===== src/rtl/mem_port_arbiter_pkg.sv =====
// Shared encodings for the IF/DM memory port arbiter.
package mem_port_arbiter_pkg;

    localparam int unsigned STARVE_CNT_W = 4;

    typedef enum logic [1:0] {
        IDLE  = 2'd0,
        ISSUE = 2'd1,
        WAIT  = 2'd2,
        RESP  = 2'd3
    } arb_state_e;

    typedef enum logic {
        OWNER_IF = 1'b0,
        OWNER_DM = 1'b1
    } owner_e;

endpackage


===== src/rtl/mem_port_arbiter_pick.sv =====
// Fixed-priority DM/IF winner selection with a starvation guard for IF.
module mem_arb_pick
    import mem_port_arbiter_pkg::*;
#(
    parameter int unsigned STARVE_LIMIT = 4
) (
    input  logic   clk,
    input  logic   reset,
    input  logic   if_req,
    input  logic   dm_req,
    input  logic   grant_take,
    output logic   grant_valid,
    output owner_e grant_owner
);

    logic [STARVE_CNT_W-1:0] starve_cnt_q;
    logic [STARVE_CNT_W-1:0] starve_cnt_d;
    logic                    starved;

    // DM wins ties unless IF has been passed over STARVE_LIMIT times in a row
    always_comb begin
        starved     = (starve_cnt_q == STARVE_CNT_W'(STARVE_LIMIT));
        grant_valid = if_req | dm_req;
        grant_owner = (dm_req && !(if_req && starved)) ? OWNER_DM : OWNER_IF;
    end

    // Count DM grants made while IF waits; any idle IF cycle or IF grant resets it
    always_comb begin
        starve_cnt_d = starve_cnt_q;
        if (!if_req) begin
            starve_cnt_d = '0;
        end else if (grant_take) begin
            if (grant_owner == OWNER_IF) begin
                starve_cnt_d = '0;
            end else if (!starved) begin
                starve_cnt_d = starve_cnt_q + STARVE_CNT_W'(1);
            end
        end
    end

    // Starvation counter register
    always_ff @(posedge clk or negedge reset) begin
        if (!reset) begin
            starve_cnt_q <= '0;
        end else begin
            starve_cnt_q <= starve_cnt_d;
        end
    end

endmodule


===== src/rtl/mem_port_arbiter.sv =====
// Shares one variable-latency memory between the IF and DM ports, one transaction at a time.
module mem_port_arbiter
    import mem_port_arbiter_pkg::*;
#(
    parameter int unsigned ADDR_W       = 32,
    parameter int unsigned DATA_W       = 32,
    parameter int unsigned STARVE_LIMIT = 4
) (
    input  logic                  clk,
    input  logic                  reset,
    input  logic                  if_req,
    input  logic [ADDR_W-1:0]     if_addr,
    output logic [DATA_W-1:0]     if_rdata,
    output logic                  if_valid,
    input  logic                  dm_req,
    input  logic                  dm_we,
    input  logic [ADDR_W-1:0]     dm_addr,
    input  logic [DATA_W-1:0]     dm_wdata,
    input  logic [DATA_W/8-1:0]   dm_wstrb,
    output logic [DATA_W-1:0]     dm_rdata,
    output logic                  dm_valid,
    output logic                  mem_req,
    output logic                  mem_we,
    output logic [ADDR_W-1:0]     mem_addr,
    output logic [DATA_W-1:0]     mem_wdata,
    output logic [DATA_W/8-1:0]   mem_wstrb,
    input  logic                  mem_ready,
    input  logic                  mem_rvalid,
    input  logic [DATA_W-1:0]     mem_rdata,
    output logic                  pipe_stall
);

    localparam int unsigned STRB_W = DATA_W / 8;

    arb_state_e          state_q,     state_d;
    owner_e              owner_q,     owner_d;
    logic                mem_req_q,   mem_req_d;
    logic                mem_we_q,    mem_we_d;
    logic [ADDR_W-1:0]   mem_addr_q,  mem_addr_d;
    logic [DATA_W-1:0]   mem_wdata_q, mem_wdata_d;
    logic [STRB_W-1:0]   mem_wstrb_q, mem_wstrb_d;
    logic                if_valid_q,  if_valid_d;
    logic                dm_valid_q,  dm_valid_d;
    logic [DATA_W-1:0]   if_rdata_q,  if_rdata_d;
    logic [DATA_W-1:0]   dm_rdata_q,  dm_rdata_d;

    logic                grant_take;
    logic                grant_valid;
    owner_e              grant_owner;
    logic                resp_capture;

    mem_arb_pick #(
        .STARVE_LIMIT (STARVE_LIMIT)
    ) u_pick (
        .clk         (clk),
        .reset       (reset),
        .if_req      (if_req),
        .dm_req      (dm_req),
        .grant_take  (grant_take),
        .grant_valid (grant_valid),
        .grant_owner (grant_owner)
    );

    // Next state, command latch in IDLE and response routing to the owner
    always_comb begin
        state_d      = state_q;
        owner_d      = owner_q;
        mem_req_d    = mem_req_q;
        mem_we_d     = mem_we_q;
        mem_addr_d   = mem_addr_q;
        mem_wdata_d  = mem_wdata_q;
        mem_wstrb_d  = mem_wstrb_q;
        if_valid_d   = 1'b0;
        dm_valid_d   = 1'b0;
        if_rdata_d   = if_rdata_q;
        dm_rdata_d   = dm_rdata_q;
        grant_take   = 1'b0;
        resp_capture = 1'b0;

        case (state_q)
            IDLE: begin
                if (grant_valid) begin
                    grant_take = 1'b1;
                    owner_d    = grant_owner;
                    mem_req_d  = 1'b1;
                    state_d    = ISSUE;
                    if (grant_owner == OWNER_DM) begin
                        mem_we_d    = dm_we;
                        mem_addr_d  = dm_addr;
                        mem_wdata_d = dm_wdata;
                        mem_wstrb_d = dm_we ? dm_wstrb : '0;
                    end else begin
                        mem_we_d    = 1'b0;
                        mem_addr_d  = if_addr;
                        mem_wdata_d = '0;
                        mem_wstrb_d = '0;
                    end
                end
            end
            ISSUE: begin
                if (mem_ready) begin
                    mem_req_d = 1'b0;
                    if (mem_rvalid) begin
                        resp_capture = 1'b1;
                    end else begin
                        state_d = WAIT;
                    end
                end
            end
            WAIT: begin
                if (mem_rvalid) begin
                    resp_capture = 1'b1;
                end
            end
            RESP: begin
                state_d = IDLE;
            end
            default: begin
                state_d = IDLE;
            end
        endcase

        if (resp_capture) begin
            state_d = RESP;
            if (owner_q == OWNER_DM) begin
                dm_valid_d = 1'b1;
                dm_rdata_d = mem_rdata;
            end else begin
                if_valid_d = 1'b1;
                if_rdata_d = mem_rdata;
            end
        end
    end

    // State and output registers; reset abandons any in-flight transaction
    always_ff @(posedge clk or negedge reset) begin
        if (!reset) begin
            state_q     <= IDLE;
            owner_q     <= OWNER_IF;
            mem_req_q   <= 1'b0;
            mem_we_q    <= 1'b0;
            mem_addr_q  <= '0;
            mem_wdata_q <= '0;
            mem_wstrb_q <= '0;
            if_valid_q  <= 1'b0;
            dm_valid_q  <= 1'b0;
            if_rdata_q  <= '0;
            dm_rdata_q  <= '0;
        end else begin
            state_q     <= state_d;
            owner_q     <= owner_d;
            mem_req_q   <= mem_req_d;
            mem_we_q    <= mem_we_d;
            mem_addr_q  <= mem_addr_d;
            mem_wdata_q <= mem_wdata_d;
            mem_wstrb_q <= mem_wstrb_d;
            if_valid_q  <= if_valid_d;
            dm_valid_q  <= dm_valid_d;
            if_rdata_q  <= if_rdata_d;
            dm_rdata_q  <= dm_rdata_d;
        end
    end

    assign mem_req    = mem_req_q;
    assign mem_we     = mem_we_q;
    assign mem_addr   = mem_addr_q;
    assign mem_wdata  = mem_wdata_q;
    assign mem_wstrb  = mem_wstrb_q;
    assign if_valid   = if_valid_q;
    assign dm_valid   = dm_valid_q;
    assign if_rdata   = if_rdata_q;
    assign dm_rdata   = dm_rdata_q;

    // Either port is waiting on its response
    assign pipe_stall = (if_req & ~if_valid_q) | (dm_req & ~dm_valid_q);

endmodule

===== config.mk =====
export PLATFORM = sky130hd
export DESIGN_NAME = mem_port_arbiter
export DESIGN_NICKNAME = d
export VERILOG_FILES = /design/src/rtl/mem_port_arbiter_pkg.sv /design/src/rtl/mem_port_arbiter_pick.sv /design/src/rtl/mem_port_arbiter.sv
export SDC_FILE = /design/constraint.sdc
export NUM_CORES = 1
export LEC_CHECK = 0
export ABC_CLOCK_PERIOD_IN_PS = 4500
export CORE_MARGIN = 2
export CORE_UTILIZATION = 40
export CTS_BUF_LIST = sky130_fd_sc_hd__clkbuf_4
export CTS_CLUSTER_DIAMETER = 50
export DETAILED_ROUTE_END_ITERATION = 6
export PLACE_DENSITY = 0.78
export SLEW_MARGIN = 20
export SYNTH_ARGS = -nofsm -noshare
export SYNTH_HDL_FRONTEND = slang
export SYNTH_SLANG_ARGS = --single-unit

===== constraint.sdc =====
create_clock -name clk -period 4.5 [get_ports clk]
set_input_delay 0.675 -clock clk [delete_from_list [all_inputs] [get_ports clk]]
set_output_delay 0.675 -clock clk [all_outputs]
set_load 0.05 [all_outputs]

After elaboration in Yosys (flattened, before gate mapping) --
Cells that the tools add are included. W data, S select, Z words.
Operators by class: $add $sub $neg 1, $mul 0, div/mod/pow operators 0, magnitude comparators 0, equality and inequality tests 11, shift-type cells 0, muxes and demuxes 27, bitwise gates (word level) 7, reductions and logical operators 12
Operator list (number):
- $mux W32 | 2
- $mux W4 | 6
- $mux W1 | 12
- $ne A3 B3 Y1 const B | 4
- $mux W2 | 4
- $reduce_and A2 Y1 | 4
- $pmux W2 S3 | 1
- $add A4 B1 Y4 const B | 1
- $eq A2 B2 Y1 const B | 2
- $eq A4 B3 Y1 const B | 1
- $ne A2 B2 Y1 const B | 2
- $pmux W1 S2 | 2
- $reduce_and A4 Y1 | 1
- $reduce_bool A4 Y1 | 1
- $not A1 Y1 | 3
- $reduce_and A3 Y1 | 1
- $and A1 B1 Y1 | 2
- $eq A2 B1 Y1 const B | 1
- $logic_and A1 B1 Y1 | 2
- $logic_not A2 Y1 | 1
- $ne A2 B1 Y1 const B | 1
- $or A1 B1 Y1 | 2
- $reduce_bool A2 Y1 | 1
- $logic_not A1 Y1 | 1
Word-level totals: flip-flop bits (word level) 143, latch bits 0, bits in writable memories 0, ROM bits 0, bits of input ports 139, output and inout bits 137, word-level logic and storage cells 70, memories kept 0

Longest topological paths before layout --
depth in word-level cells 8, gate-level depth with buffers 8, gate-level depth less buffers 5

Hierarchy --
From an unflattened synthesis, not the netlist that was laid out.
Second synthesis, totals: cell total of the unflattened synthesis 491, area total of the unflattened synthesis 5886.9 µm²
By module, submodules not included:
- mem_port_arbiter | times used 1, cells each 462, area an instance 5629.1 µm², sequential area each 3478.3 µm²
- mem_arb_pick | times used 1, cells each 29, area an instance 257.7 µm², sequential area each 100.1 µm²

Worst setup path before layout --
OpenSTA, ideal clock, no wires.
kind input to output, start point input dm_req, end point output pipe_stall, data arrival time 2165 ps, data required time 3825 ps, slack 1660 ps, cell stages on the path 5, buffers on the path 3, cells stage by stage clkbuf_1 > buf_2 > buf_1 > inv_1 > o22ai_1
Between the ends: word-level cells in the longest chain between the ends 2
RTL lines:
- from (decl) | line mem_port_arbiter.sv:15 | input logic dm_req,
- $and A1 B1 Y1 | line mem_port_arbiter.sv:175 | assign pipe_stall = (if_req & ~if_valid_q) | (dm_req & ~dm_valid_q);
- $or A1 B1 Y1 | line mem_port_arbiter.sv:175
- to (decl) | line mem_port_arbiter.sv:30 | output logic pipe_stall
Every way passes these cells.

Final worst setup path --
start point input if_req, end point output pipe_stall
Between the ends: word-level cells in the longest chain between the ends 2
RTL lines:
- from (decl) | line mem_port_arbiter.sv:11 | input logic if_req,
- $and A1 B1 Y1 | line mem_port_arbiter.sv:175
- $or A1 B1 Y1 | line mem_port_arbiter.sv:175
Every way passes these cells.

==> metrics.txt <==
status=complete, no violations; n_diodes=0; Peak Freq=0.3114 GHz; FF+latch area=0.003578 sq mm; sequential area share after synthesis=60.67%; fin nets=876; Synth top area share=60.67%; initial detailed-routing violation count=246; GR Overflow Total=0; Crit-path slowest cell=clkdlybuf4s50_1; final WL=16.64 mm; Die W=125.4 um; Clk network pwr share=10.8%; synthesized flop and latch total=143; Switch Pwr=3.949 mW; Synth Warn #=0; vias per cell=5.294; # fillers=1152; clock sink total=143; WHS=0.1541 ns; Worst Skew=0.01247 ns; worst hold path type=in -> async; ranking of synthesized cells by area=dfrtp_1, mux2_2, a22o_1, nand2_1, o211ai_1; hold_buf cts=0; DRC=0; switch share=49.65%; crit path max fanout=9; synth-to-layout area growth=53.82%; Initial Util=40.74%; max-cap violations=0; Avg Inst Size Synth=12.66 sq um; clk slew on worst S/H paths=0.12 ns; Crit Path Class=in -> out; die footprint=0.01573 sq mm; Period Utilization, post-route=71.36%; commonest non-fill, non-tap cells in the layout=clkdlybuf4s50_1, dfrtp_1, nand2_1; Worst Tran Pin Value=0.9424 ns; RSZ-0062 raised after global routing=no; layout cells sized above 1=14.92%; Post-Syn Instances=466; Worst Path Required=3.83 ns; Most common cell on crit path=clkdlybuf4s50_1; TritonCTS Buffers=17; crit-path max cell delay=0.83 ns; core area=0.01448 sq mm; fin crit period=3.211 ns; root buffer cell=clkbuf_4; count of pins over their slew limit=0; combinational share of power=60.8%; Power per Cell Area=876.6 mW/mm^2; IO Port Bufs=275; FP Rows=44; Post-CTS Setup Repair Bufs=0; TNS Setup=0 ns; commonest non-fill, non-tap cell in the layout=clkdlybuf4s50_1; number of global-route vias before repair=5229; Longest Clk Path Bufs=2; Fin. Hold Viols=0; H-Tree Depth=4; Final setup viols=0; P_int=4.004 mW; post-synthesis cell type count=40; Vias=4913; CP Cell Sequence=clkdlybuf4s50_1 -> inv_1 -> o22ai_1 -> clkdlybuf4s50_1; Core Util, Final=62.66%; 1st-pass router iterations=7; Critical Path AT=2.54 ns; Routed wire per std cell=17.93 um; Slew headroom=36.94%; syn nets=611; CTS tree=built; Leakage=3.767 nW; area leader, netlist=dfrtp_1; initial antenna violation count=0; critical path endpoint category=primary output; CTS resizes=0; dpl hpwl=11.99 mm; Antenna Nets Post-Route=0; first-pass GRT wire length=26.87 mm; multi-input logic area=0.002116 sq mm; VDD IR-drop max=0.5458 mV; post-synthesis cell area=0.005898 sq mm; largest net degree at the start of global routing=80; sequential power share=28.4%; die height=125.4 um; gr usage total=21.54%; clk_lat worst skew=0.54 ns; GPL Wtd Cong=0.8242; crit path launch type=input pin; Ports=276
==> registers in the layout, indices dropped and copies added (netlist names), 2 cells and up <==
name and cells:
dm_rdata 32, if_rdata 32, mem_wdata 32, mem_wstrb 4, mem_addr 32, u_pick.starve_cnt_q 4
state_q 2
==> power groups by stage <==
stage | registers [mW] | logic [mW] | clock network, mW
6_report | 2.26 | 4.84 | 0.855
3_5_place_dp | 2.28 | 4.88 | 0
4_1_cts | 2.27 | 4.88 | 0.893
2_1_floorplan | 4.37 | 1.07 | 0
3_3_place_gp | 2.25 | 4.79 | 0
5_1_grt | 2.34 | 5.05 | 0.944
==> synth_stat cells (all sizes together) <==
cell and count:
a211oi 1, a21o 1, a21oi 3, a22o 33
a32o 4, and2 1, and3 1, and3b 1
buf 18, clkbuf 21, dfrtp 143, ha 6
inv 6, mux2 64, nand2 69, nand2b 3
nand3 1, nand4 33, nand4b 1, nor2 2
nor2b 3, nor3 3, nor3b 3, nor4b 1
o211ai 33, o21a 2, o21ai 3, o221ai 1
o22ai 1, o311ai 1, o31a 1, o32a 1
or4 1
==> final timing paths <==
path	endpoint	slack [ns]	startpoint	cells after the start
setup / recovery	pipe_stall	1.29	if_req	4
hold / removal	if_rdata[4]	0.15	reset	1
setup reg to reg	dm_rdata[5]	2.04	state_q[0]	6
hold reg to reg	mem_addr[3]	0.51	mem_addr[3]	2
max in group asynchronous	if_rdata[19]	3.41	reset	2
min in group clk	mem_addr[3]	0.51	mem_addr[3]	2
==> worst max-delay path, delay by kind of cell <==
| family | cells | cell delay (ns) |
|---|---|---|
| buffers and inverters | 3 | 1.64 |
| AOI/OAI and AO/OA | 1 | 0.22 |
==> metrics by stage <==
stage / worst slack, ns / cell area, sq um / power, mW / cells
after floorplan: 1.660 / 5898 / 5.438 / 466
after detailed placement: 1.264 / 8775 / 7.157 / 896
after CTS: 1.262 / 9071 / 8.040 / 928
after global routing: 1.183 / 9072 / 8.333 / 928
final: 1.289 / 9072 / 7.953 / 928
after global placement: 1.290 / 8775 / 7.041 / 896
==> cell families after synthesis <==
family,count (synthesis),share of synthesized area [%]
fa+ha+maj,6,1.273
buf+inv,45,3.712
mux,64,12.22
flops,143,60.67
compound gates,85,11.58
simple gates,123,10.54
==> cell type report <==
cell class | count | area share [%]
Tap cell | 184 | 2.538
Sequential cell | 143 | 39.44
Timing Repair Buffer | 285 | 31.18
Inverter | 6 | 0.2482
Clock buffer | 17 | 1.407
Clock inverter | 15 | 1.862
Multi-Input combinational cell | 278 | 23.32
==> metal layers <==
layer | routed length [um] | global-route usage (%) | vias to the layer above
met5 | 0 | 0 | -
met4 | 293 | 7.647 | 0
met3 | 1382 | 7.617 | 23
met2 | 8504 | 36.41 | 212
met1 | 6458 | 25.47 | 2443
li1 | - | - | 2235
(Power assumes the default switching activity.)
